`config.mk`:
```
export PLATFORM = sky130hd
export DESIGN_NAME = sar_search_ctrl
export DESIGN_NICKNAME = d
export VERILOG_FILES = /design/src/rtl/sar_search_ctrl.sv
export SDC_FILE = /design/constraint.sdc
export NUM_CORES = 1
export LEC_CHECK = 0
export CORE_MARGIN = 4
export CORE_UTILIZATION = 45
export DETAILED_ROUTE_END_ITERATION = 12
export GPL_ROUTABILITY_DRIVEN = 0
export HOLD_SLACK_MARGIN = 0.1
export PLACE_DENSITY = 0.78
export SLEW_MARGIN = 10
export SYNTH_ARGS = -nofsm -noshare
export SYNTH_HDL_FRONTEND = slang
export SYNTH_SLANG_ARGS = --single-unit
```
`constraint.sdc`:
```
create_clock -name clk -period 2.45 [get_ports clk]
set_clock_uncertainty 0.05 [all_clocks]
set_input_delay 0.3675 -clock clk [delete_from_list [all_inputs] [get_ports clk]]
set_output_delay 0.3675 -clock clk [all_outputs]
set_load 0.01 [all_outputs]
```
`src/rtl/sar_search_ctrl.sv`:
```
// MSB-first successive-approximation search controller driving an external magnitude comparator.
// One compare window (CMP_LAT+1 cycles) per trial bit, plus one VERIFY window if no early equality.
module sar_search_ctrl #(
   parameter int WIDTH   = 4,
   parameter int CMP_LAT = 0
) (
   input  logic             clk,
   input  logic             rst,
   input  logic             start,
   output logic [WIDTH-1:0] trial,
   input  logic             cmp_gt,
   input  logic             cmp_lt,
   input  logic             cmp_eq,
   output logic             busy,
   output logic             done,
   output logic [WIDTH-1:0] result,
   output logic             found,
   output logic             err
);

   localparam int IDX_W = (WIDTH > 1) ? $clog2(WIDTH) : 1;
   localparam int CNT_W = (CMP_LAT > 0) ? $clog2(CMP_LAT + 1) : 1;

   localparam logic [IDX_W-1:0] IDX_TOP   = IDX_W'(WIDTH - 1);
   localparam logic [IDX_W-1:0] IDX_ONE   = IDX_W'(1);
   localparam logic [IDX_W-1:0] IDX_ZERO  = '0;
   localparam logic [CNT_W-1:0] CNT_LAST  = CNT_W'(CMP_LAT);
   localparam logic [CNT_W-1:0] CNT_ONE   = CNT_W'(1);
   localparam logic [WIDTH-1:0] TRIAL_MSB = WIDTH'(1) << (WIDTH - 1);

   typedef enum logic [1:0] {
      IDLE   = 2'd0,
      TEST   = 2'd1,
      VERIFY = 2'd2,
      DONE   = 2'd3
   } state_t;

   state_t           state;
   state_t           state_nxt;
   logic [IDX_W-1:0] bit_idx;
   logic [IDX_W-1:0] bit_idx_nxt;
   logic [CNT_W-1:0] wait_cnt;
   logic [CNT_W-1:0] wait_nxt;
   logic [WIDTH-1:0] trial_nxt;
   logic [WIDTH-1:0] result_nxt;
   logic [WIDTH-1:0] cand;
   logic             busy_nxt;
   logic             done_nxt;
   logic             found_nxt;
   logic             err_nxt;
   logic             sample;
   logic             flags_ok;
   logic             finish;

   assign sample   = (wait_cnt == CNT_LAST);
   // Exactly one of the three comparator flags may be asserted.
   assign flags_ok = (cmp_gt ^ cmp_lt ^ cmp_eq) & ~(cmp_gt & cmp_lt & cmp_eq);

   always_comb begin
      state_nxt   = state;
      trial_nxt   = trial;
      bit_idx_nxt = bit_idx;
      wait_nxt    = wait_cnt;
      busy_nxt    = busy;
      done_nxt    = 1'b0;
      result_nxt  = result;
      found_nxt   = found;
      err_nxt     = err;
      cand        = trial;
      finish      = 1'b0;

      case (state)
         IDLE: begin
            trial_nxt = '0;
            if (start) begin
               trial_nxt   = TRIAL_MSB;
               bit_idx_nxt = IDX_TOP;
               wait_nxt    = '0;
               busy_nxt    = 1'b1;
               found_nxt   = 1'b0;
               err_nxt     = 1'b0;
               state_nxt   = TEST;
            end
         end

         TEST, VERIFY: begin
            if (!sample) begin
               wait_nxt = wait_cnt + CNT_ONE;
            end else if (!flags_ok) begin
               err_nxt    = 1'b1;
               found_nxt  = 1'b0;
               result_nxt = trial;
               finish     = 1'b1;
            end else if (state == VERIFY) begin
               found_nxt  = cmp_eq;
               err_nxt    = ~cmp_eq;
               result_nxt = trial;
               finish     = 1'b1;
            end else if (cmp_eq) begin
               result_nxt = trial;
               found_nxt  = 1'b1;
               finish     = 1'b1;
            end else begin
               // Trial too large: drop the bit under test before moving down.
               if (cmp_gt) begin
                  cand[bit_idx] = 1'b0;
               end
               wait_nxt = '0;
               if (bit_idx != IDX_ZERO) begin
                  cand[bit_idx - IDX_ONE] = 1'b1;
                  bit_idx_nxt             = bit_idx - IDX_ONE;
               end else begin
                  state_nxt = VERIFY;
               end
               trial_nxt = cand;
            end
         end

         DONE: begin
            trial_nxt = '0;
            state_nxt = IDLE;
         end

         default: begin
            state_nxt = IDLE;
         end
      endcase

      if (finish) begin
         state_nxt = DONE;
         done_nxt  = 1'b1;
         busy_nxt  = 1'b0;
      end
   end

   always_ff @(posedge clk) begin
      if (rst) begin
         state    <= IDLE;
         trial    <= '0;
         bit_idx  <= '0;
         wait_cnt <= '0;
         busy     <= 1'b0;
         done     <= 1'b0;
         result   <= '0;
         found    <= 1'b0;
         err      <= 1'b0;
      end else begin
         state    <= state_nxt;
         trial    <= trial_nxt;
         bit_idx  <= bit_idx_nxt;
         wait_cnt <= wait_nxt;
         busy     <= busy_nxt;
         done     <= done_nxt;
         result   <= result_nxt;
         found    <= found_nxt;
         err      <= err_nxt;
      end
   end

endmodule

```
==> impl_results.md <==
- Status: finished, final reports clean
- Initial antenna violation count: 0
- Max Fclk: 0.467 GHz
- Dpl hpwl: 1590 µm
- Area of the mapped netlist: 896 µm²
- Worst Hold Depth: 2
- Yosys warnings: 0
- DR vias/cell: 5.46
- Hold Slack: 450 ps
- WP buf/inv: 1
- Commonest non-fill, non-tap cells in the layout: clkdlybuf4s50_1 (17), dfxtp_1 (16), ha_1 (10)
- Cts repair resizes: 0
- Total track usage: 16.2%
- # setup viols final: 0
- Final Hold Vio Count: 0
- Initial drt markers: 23
- Tmin final: 2140 ps
- Yosys cell types: 27
- Post-route DRC: 0
- Routed wl met3: 94 µm
- RSZ-0062 raised after global routing: no
- P per Cell Area: 1100 nW/µm²
- Worst slew margin: 72.2%
- Num Clock Sinks: 16
- Worst path cell trace: clkdlybuf4s50_1 > ha_1 > ha_1 > o21a_1 > a2111oi_4 > nor2_1 > a211oi_1
- VDD IR max: 782 µV
- Port Buffers: 17
- R2R Setup Slk: 470 ps
- CTS tree: done
- Worst-case hold path end point: err$_SDFFE_PP0P_
- Starting density of the core: 49.7%
- CP peak stage delay: 450 ps
- R2r startpoint: state[0]$_SDFFE_PP0P_
- Pre-Repair DR Iteration Count: 4
- RR Endpoint: bit_idx[1]$_SDFFE_PP0P_
- Fin Setup TNS: 0 ps
- Number of cell rows: 15
- Max-cap violation count: 0
- Ant diodes: 0
- Die area: 2770 µm²
- Core footprint: 1800 µm²
- GR Overflow Total: 0
- Fillers: 166
- H-tree Lvls: 1
- Syn-to-layout area delta: 28.9%
- I/O Pins: 18
- Routed wl met2: 1010 µm
- Hold Crit Class: reg -> reg
- Critical Path RT: 2610 ps
- Syn Nets: 115
- Post-Syn Instances: 99
- Final nets: 139
- Cell area after layout: 1150 µm²
- Cell mode on critical path: ha_1
- Fraction of layout cells with a size suffix above 1: 9.84%
- Post-DP Area: 1120 µm²
- Register area share after synthesis: 35.8%
- CP arrival: 2300 ps
- Hold_sp: err$_SDFFE_PP0P_
- Crit start category: input port
- Leak: 0.000466 µW
- Setup bufs post-CTS: 0
- #FFs+latches synth: 16
- Antenna viol nets, final: 0
- CTS Buf Count: 3
- Family with the most delay on the worst path: compound AO/OA/AOI/OAI gates
- Clock Latency Late Sink: 290 ps
- Met1 WL: 888 µm
- CP Capture Type: register
- Die X: 52.6 µm
- Register area: 320 µm²
- Period utilization: 87.3%
- Root buffer cell: clkbuf_4
- CTS Buffer Depth: 2
- Top Metal Used: met4
- Area of the multi-input gates: 529 µm²
- CP Class: in -> reg
- Largest net degree at the start of global routing: 14
- Total wire length: 2020 µm
- Crit path max fanout: 3
- Slowest stage cell, crit path: clkdlybuf4s50_1
- Vias: 802
- Reg clk slew, reported paths: 90 ps
- Worst-Margin Slew: 417 ps
- Hold-fix buffers at CTS: 0
- Slew Limit Fails: 0
- First-pass GRT wire length: 3340 µm
- Vias in the first global route: 764
- Commonest non-fill, non-tap cell in the layout: clkdlybuf4s50_1
- Syn avg cell area: 9.05 µm²
- Die Y: 52.6 µm
- Cell depth of the worst flop-to-flop path: 6
- Avg WL per Cell: 13.7 µm
-- area by class of cell --
class                           instances  area share [%]
Sequential cell                        16            27.7
Clock buffer                            4            3.14
Tap cell                               25            2.71
Inverter                                8            2.60
Multi-Input combinational cell         72            45.8
Timing Repair Buffer                   22            18.0
-- worst max path at each step --
stage	from	end	slack [ps]	cells past startpoint
detailed placement	cmp_gt	bit_idx[1]$_SDFFE_PP0P_	-7	7
CTS	cmp_gt	bit_idx[1]$_SDFFE_PP0P_	290	7
global route	cmp_gt	bit_idx[1]$_SDFFE_PP0P_	200	7
floorplan	cmp_gt	bit_idx[1]$_SDFFE_PP0P_	570	6
global placement	cmp_gt	bit_idx[1]$_SDFFE_PP0P_	90	7
finish	cmp_gt	bit_idx[1]$_SDFFE_PP0P_	310	7
-- registers in the layout (all words and copies together) (netlist names) --
signal and flops:
done 1, result 4, found 1, err 1
state 2, trial 4, bit_idx 2, busy 1
-- where the power goes --
group	switching [µW]	internal, µW	total [µW]
combinational	405	310	715
sequential	56.8	324	381
clock	86.2	90.6	177
-- cells in the mapped netlist --
cell	n	area share [%]
o31ai_1	1	0.84
o21a_1	1	0.84
or3_4	1	1.3
a2111oi_4	1	3.1
buf_4	1	0.84
nand2_1	3	1.3
a31oi_1	3	2.1
nor2_1	9	3.8
nor3_1	4	2.2
dfxtp_1	16	36
nor2b_1	3	2.1
nand2b_1	3	2.1
a21oi_1	5	2.8
o21ai_0	8	4.5
inv_1	8	3.4
ha_1	10	14
a211oi_1	6	5.0
buf_2	1	0.56
and2_2	1	0.84
o32ai_1	2	2.0
nand4_1	1	0.70
clkbuf_1	1	0.42
nand3_1	1	0.56
mux2i_1	5	5.6
a22o_1	2	2.0
o211ai_1	1	0.84
a21o_1	1	0.84
-- routing by layer --
| metal | GRT usage, % | up-vias |
|---|---|---|
| li1 | - | 405 |
| met4 | 3.83 | 0 |
| met1 | 18.3 | 375 |
| met2 | 28.5 | 18 |
| met5 | 0 | - |
| met3 | 5.70 | 4 |
-- cell families after synthesis --
family | after synthesis | synth area share (%)
multiplexers | 5 | 5.59
AO/OA/AOI/OAI | 31 | 24.7
adder cells (fa/ha/maj) | 10 | 14.0
AND/OR/NAND/NOR | 26 | 14.8
buffers and inverters | 11 | 5.17
flip-flops | 16 | 35.8
-- metrics by stage --
step | util (%) | worst slack [ps] | power (µW) | cells
after floorplan | - | 567 | 916 | 99
after global placement | 62.1 | 87.1 | 1070 | 143
after detailed placement | 62.1 | -7.44 | 1090 | 143
after CTS | 64.1 | 290 | 1270 | 147
after global routing | 64.1 | 202 | 1370 | 147
final | 64.1 | 311 | 1270 | 147
-- tightest hold or removal path, cell delays in order, from the launching register on --
cell and delay [ps]:
dfxtp_1 320, nand2b_1 70, o32ai_1 60
Note: power is estimated with default switching activity, not from simulation.
